===== src/rtl/av2_recon_writer.sv =====
`default_nettype none
// ============================================================================
//  Module   : av2_recon_writer
//  Purpose  : Packs a tile's reconstructed pixel stream into LANES-wide words,
//             queues them in a small FIFO and writes them to consecutive
//             word addresses with valid/ready back-pressure.
//  Revision : 1.0  initial release
// ============================================================================
module av2_recon_writer #(
    parameter int PIX_W      = 10,
    parameter int LANES      = 16,
    parameter int FIFO_DEPTH = 4,
    parameter int ADDR_W     = 32,
    parameter int CNT_W      = 16
) (
    input  logic                   clk,
    input  logic                   rst,
    input  logic                   start,
    input  logic [ADDR_W-1:0]      base_addr,
    input  logic [CNT_W-1:0]       pix_count,
    input  logic [PIX_W-1:0]       pix_data,
    input  logic                   pix_valid,
    output logic                   pix_ready,
    output logic [LANES*PIX_W-1:0] wr_data,
    output logic [LANES-1:0]       wr_mask,
    output logic [ADDR_W-1:0]      wr_addr,
    output logic                   wr_valid,
    input  logic                   wr_ready,
    output logic                   busy,
    output logic                   done
);

    localparam int c_WORD_W = LANES * PIX_W;
    localparam int c_PTR_W  = $clog2(FIFO_DEPTH);
    localparam int c_OCC_W  = c_PTR_W + 1;
    localparam int c_LANE_W = $clog2(LANES);

    typedef enum logic [1:0] {
        S_IDLE  = 2'd0,
        S_PACK  = 2'd1,
        S_DRAIN = 2'd2,
        S_DONE  = 2'd3
    } state_t;

    state_t                r_state;
    state_t                w_state_next;
    logic [c_LANE_W-1:0]   r_lane;
    logic [CNT_W-1:0]      r_remaining;
    logic [ADDR_W-1:0]     r_next_addr;
    logic [c_WORD_W-1:0]   r_pack_data;
    logic [LANES-1:0]      r_pack_mask;

    logic [c_WORD_W-1:0]   r_fifo_data [FIFO_DEPTH];
    logic [LANES-1:0]      r_fifo_mask [FIFO_DEPTH];
    logic [ADDR_W-1:0]     r_fifo_addr [FIFO_DEPTH];
    logic [c_PTR_W-1:0]    r_wr_ptr;
    logic [c_PTR_W-1:0]    r_rd_ptr;
    logic [c_OCC_W-1:0]    r_occ;
    logic [c_OCC_W-1:0]    w_occ_next;

    logic                  w_full;
    logic                  w_empty;
    logic                  w_pix_fire;
    logic                  w_last_pix;
    logic                  w_push;
    logic                  w_pop;
    logic [c_WORD_W-1:0]   w_word;
    logic [LANES-1:0]      w_mask;

    assign w_full     = (r_occ == c_OCC_W'(FIFO_DEPTH));
    assign w_empty    = (r_occ == '0);
    assign pix_ready  = (r_state == S_PACK) && !w_full;
    assign w_pix_fire = pix_valid && pix_ready;
    assign w_last_pix = (r_remaining == CNT_W'(1));
    assign w_push     = w_pix_fire && ((r_lane == c_LANE_W'(LANES - 1)) || w_last_pix);
    assign w_pop      = !w_empty && wr_ready;
    assign w_occ_next = r_occ + c_OCC_W'(w_push) - c_OCC_W'(w_pop);

    // Packer keeps unfilled lanes at zero, so a partial word needs no masking later.
    always_comb begin
        w_word = r_pack_data;
        w_mask = r_pack_mask;
        for (int k = 0; k < LANES; k++) begin
            if (r_lane == c_LANE_W'(k)) begin
                w_word[k*PIX_W +: PIX_W] = pix_data;
                w_mask[k]                = 1'b1;
            end
        end
    end

    always_comb begin
        w_state_next = r_state;
        case (r_state)
            S_IDLE:  if (start) w_state_next = (pix_count == '0) ? S_DONE : S_PACK;
            S_PACK:  if (w_pix_fire && w_last_pix) w_state_next = S_DRAIN;
            // Look ahead so done follows the acceptance of the last word directly.
            S_DRAIN: if (w_occ_next == '0) w_state_next = S_DONE;
            S_DONE:  w_state_next = S_IDLE;
            default: w_state_next = S_IDLE;
        endcase
    end

    always_ff @(posedge clk) begin
        if (rst) begin
            r_state     <= S_IDLE;
            r_lane      <= '0;
            r_remaining <= '0;
            r_next_addr <= '0;
            r_pack_data <= '0;
            r_pack_mask <= '0;
            r_wr_ptr    <= '0;
            r_rd_ptr    <= '0;
            r_occ       <= '0;
        end else begin
            r_state <= w_state_next;
            if (start && (r_state == S_IDLE)) begin
                r_remaining <= pix_count;
                r_next_addr <= base_addr;
                r_lane      <= '0;
                r_pack_data <= '0;
                r_pack_mask <= '0;
            end
            if (w_pix_fire) begin
                r_remaining <= r_remaining - CNT_W'(1);
                if (w_push) begin
                    r_lane      <= '0;
                    r_pack_data <= '0;
                    r_pack_mask <= '0;
                    r_next_addr <= r_next_addr + ADDR_W'(1);
                end else begin
                    r_lane      <= r_lane + c_LANE_W'(1);
                    r_pack_data <= w_word;
                    r_pack_mask <= w_mask;
                end
            end
            if (w_push) r_wr_ptr <= r_wr_ptr + c_PTR_W'(1);
            if (w_pop)  r_rd_ptr <= r_rd_ptr + c_PTR_W'(1);
            r_occ <= w_occ_next;
        end
    end

    always_ff @(posedge clk) begin
        if (w_push) begin
            r_fifo_data[r_wr_ptr] <= w_word;
            r_fifo_mask[r_wr_ptr] <= w_mask;
            r_fifo_addr[r_wr_ptr] <= r_next_addr;
        end
    end

    // Head is gated while empty so the write port reads all-zero when idle.
    assign wr_valid = !w_empty;
    assign wr_data  = w_empty ? '0 : r_fifo_data[r_rd_ptr];
    assign wr_mask  = w_empty ? '0 : r_fifo_mask[r_rd_ptr];
    assign wr_addr  = w_empty ? '0 : r_fifo_addr[r_rd_ptr];
    assign busy     = (r_state != S_IDLE);
    assign done     = (r_state == S_DONE);

endmodule
`default_nettype wire


===== config.mk =====
export PLATFORM = sky130hd
export DESIGN_NAME = av2_recon_writer
export DESIGN_NICKNAME = d
export VERILOG_FILES = /design/src/rtl/av2_recon_writer.sv
export SDC_FILE = /design/constraint.sdc
export NUM_CORES = 1
export LEC_CHECK = 0
export ABC_CLOCK_PERIOD_IN_PS = 21700
export BUFFER_PORTS_ARGS = -buffer_cell sky130_fd_sc_hd__buf_2
export CORE_MARGIN = 3
export CORE_UTILIZATION = 45
export CTS_CLUSTER_SIZE = 10
export DETAILED_ROUTE_END_ITERATION = 16
export PLACE_DENSITY = 0.59
export SLEW_MARGIN = 20
export SYNTH_ARGS = -nofsm -noshare
export SYNTH_HDL_FRONTEND = slang
export SYNTH_SLANG_ARGS = --single-unit

===== constraint.sdc =====
create_clock -name clk -period 21.7 [get_ports clk]
set_clock_uncertainty 0.2 [all_clocks]
set_input_delay 2.17 -clock clk [delete_from_list [all_inputs] [get_ports clk]]
set_output_delay 2.17 -clock clk [all_outputs]
set_load 0.005 [all_outputs]

==> impl_metrics.env <==
export IMPL_power_density_mw_per_mm2=111
export IMPL_antenna_found_initial=9
export IMPL_status="completed"
export IMPL_dp_cells=3964
export IMPL_final_cell_mix="edfxtp_1, buf_2, dfxtp_1"
export IMPL_cts_sinks=1071
export IMPL_gp_congestion=0.814
export IMPL_synth_cell_type_count=65
export IMPL_core_area_mm2=0.0937
export IMPL_clock_path_buffers=3
export IMPL_drive_gt1_share_pct=28.3
export IMPL_grt_pass1_wl_um=160000
export IMPL_synthArstFlopShare_pct=0
export IMPL_cts_tree="built"
export IMPL_yosys_warnings=0
export IMPL_fmax_ghz=0.150
export IMPL_rsz0062_at_grt="no"
export IMPL_htreeDepth=3
export IMPL_syn_inst=2585
export IMPL_synth_area_top_cells="edfxtp_1, dfxtp_1, mux4_2, mux2_2, and2_1"
export IMPL_ys_ff_latch=1071
export IMPL_register_area_mm2=0.0298
export IMPL_rows=112
export IMPL_crit_type="reg -> out"
export IMPL_cap_viol_max_count=0
export IMPL_ys_flop_type="edfxtp_1"
export IMPL_drt_iter0_drc=1998
export IMPL_path_clk_slew_ns=0.06
export IMPL_p_leak_nw=16.5
export IMPL_fin_cells=4194
export IMPL_crit_path_max_fanout=45
export IMPL_synth_edf_count=832
export IMPL_vias=24200
export IMPL_synth_top_area_share_pct=58.4
export IMPL_syn_nets=2667
export IMPL_ys_seq_area_share_pct=69.6
export IMPL_dr_pass1_iters=5
export IMPL_drv_slew=0
export IMPL_slew_headroom_pct=27.1
export IMPL_start_kind="flop"
export IMPL_syn2layout_area_growth_pct=14.0
export IMPL_nFillCells=7671
export IMPL_track_usage_pct=21.6
export IMPL_hold_viol=0
export IMPL_period_needed_ns=6.67
export IMPL_vias_per_cell=5.77
export IMPL_die_y_um=314
export IMPL_dp_hpwl_um=59400
export IMPL_cts_repair_resized=0
export IMPL_cts_made_buffers=119
export IMPL_floorplan_initialDensity_pct=45.6
export IMPL_cts_setup_buffers=0
export IMPL_clockRootBuffer="clkbuf_16"
export IMPL_num_io_pins=275
export IMPL_ant_nets=0
export IMPL_synthesis_area_mm2=0.0428
export IMPL_portBuffers=274
export IMPL_layout_nets=2914
export IMPL_critPathRequiredTime_ns=19.33
export IMPL_cp_end_kind="output pin"
export IMPL_timing_final_crit_share_pct=30.7
export IMPL_clkLatencyLatePin_ns=0.69
export IMPL_syn_avg_cell_area_um2=16.6
export IMPL_wl_um=107000
export IMPL_yosys_area_top_type="edfxtp_1"
export IMPL_multiInputGateArea_mm2=0.0123
export IMPL_critical_path_arrival_ns=4.30
export IMPL_fin_setup_tns_ns=0
export IMPL_setup_viol=0
export IMPL_hold_buffers=0
export IMPL_grt_overflow=0
export IMPL_dieArea_mm2=0.0988
export IMPL_wl_per_cell_um=25.5
export IMPL_grt_max_degree=95
export IMPL_drc=0
export IMPL_worst_pin_slew_ns=1.09
export IMPL_grt_pass1_vias=25300
export IMPL_hold_path_class="reg -> reg"
export IMPL_peakVddDrop_v=0.0000734
export IMPL_fp_dieW_um=314
export IMPL_final_common_cell="edfxtp_1"
[synth_stat cells, drive strengths merged (9+ instances only)]
master    n
edfxtp  832
nor4     12
nand3    17
mux2    161
buf      82
a21oi    45
inv      15
mux4    208
nor3     24
a311oi   11
nor2    237
o21ai    16
dfxtp   239
and2    220
nand2    48
a22oi   167
ha       18
nand2b   13
a211oi   10
clkbuf   96
and3     19
o21bai    9
[worst paths after layout]
| path | start | end | slack (ns) | cells after the start |
|---|---|---|---|---|
| hold / removal | r_pack_mask[7]$_SDFFE_PP0P_ | r_pack_mask[7]$_SDFFE_PP0P_ | 0.28 | 2 |
| setup reg to reg | r_lane[0]$_SDFFE_PP0P_ | r_fifo_data[3][63]$_DFFE_PP_ | 16.38 | 6 |
| setup / recovery | flop | wr_data[151] | 15.03 | 6 |
| hold reg to reg | r_pack_mask[7]$_SDFFE_PP0P_ | r_pack_mask[7]$_SDFFE_PP0P_ | 0.28 | 2 |
[worst max-delay path: stages (launching register included)]
cell	delay, ns
dfxtp_4	0.99
buf_4	0.83
buf_4	0.55
buf_16	0.30
mux4_2	0.53
and2_1	0.20
buf_2	0.14
[registers in the layout, indices dropped and copies added (netlist names), named ones only]
signal       cells
r_fifo_addr    128
r_next_addr     32
r_lane           4
r_pack_mask     16
r_remaining     16
r_pack_data    160
r_fifo_mask     64
r_rd_ptr         2
r_wr_ptr         2
r_occ            3
r_state          2
r_fifo_data    640
[final cells by class]
cell class                      count  share of cell area (%)
Antenna cell                        3                  0.0154
Clock buffer                      214                    6.86
Clock inverter                     12                   0.233
Inverter                           15                   0.115
Multi-Input combinational cell   1321                    25.2
Sequential cell                  1071                    61.1
Tap cell                         1254                    3.22
Timing Repair Buffer              304                    3.33
[power breakdown]
group	internal (mW)	leakage (nW)	switching (mW)
Sequential	2.24	9.54	0.0756
Clock	1.03	1.64	0.768
Combinational	0.562	5.37	0.729
[per-layer routing]
layer	GRT usage, %	vias up	wire length [um]
li1	-	10600	-
met1	28.7	12700	44900
met2	36.6	766	52900
met3	4.27	145	6990
met4	5.67	0	2210
met5	0	-	0
[logic make-up (layout without fill, tap and decap cells)]
| family | count (synthesis) | count (layout) | synth area share (%) |
|---|---|---|---|
| buf+inv | 193 | 545 | 1.85 |
| compound gates | 299 | 299 | 5.04 |
| other cells | 0 | 3 | 0 |
| simple gates | 629 | 629 | 7.69 |
| flops | 1071 | 1071 | 69.6 |
| mux | 369 | 369 | 15.2 |
| fa+ha+maj | 19 | 19 | 0.573 |
| xor+xnor | 5 | 5 | 0.102 |
[metrics by stage]
step                      utilization (%)  cell area [um^2]  total power, mW  setup slack [ns]  hold slack [ns]
final                                52.0             48800             5.40             15.03            0.281
after global routing                 52.0             48800             5.66             14.54            0.313
after CTS                            52.0             48700             5.47             14.57            0.285
after detailed placement             48.3             45300             3.67             15.16            0.271
after global placement               48.3             45300             3.66             15.21            0.259
after floorplan                         -             42800             3.13             13.51            0.246
No activity file was read; power rests on OpenSTA's default activity.
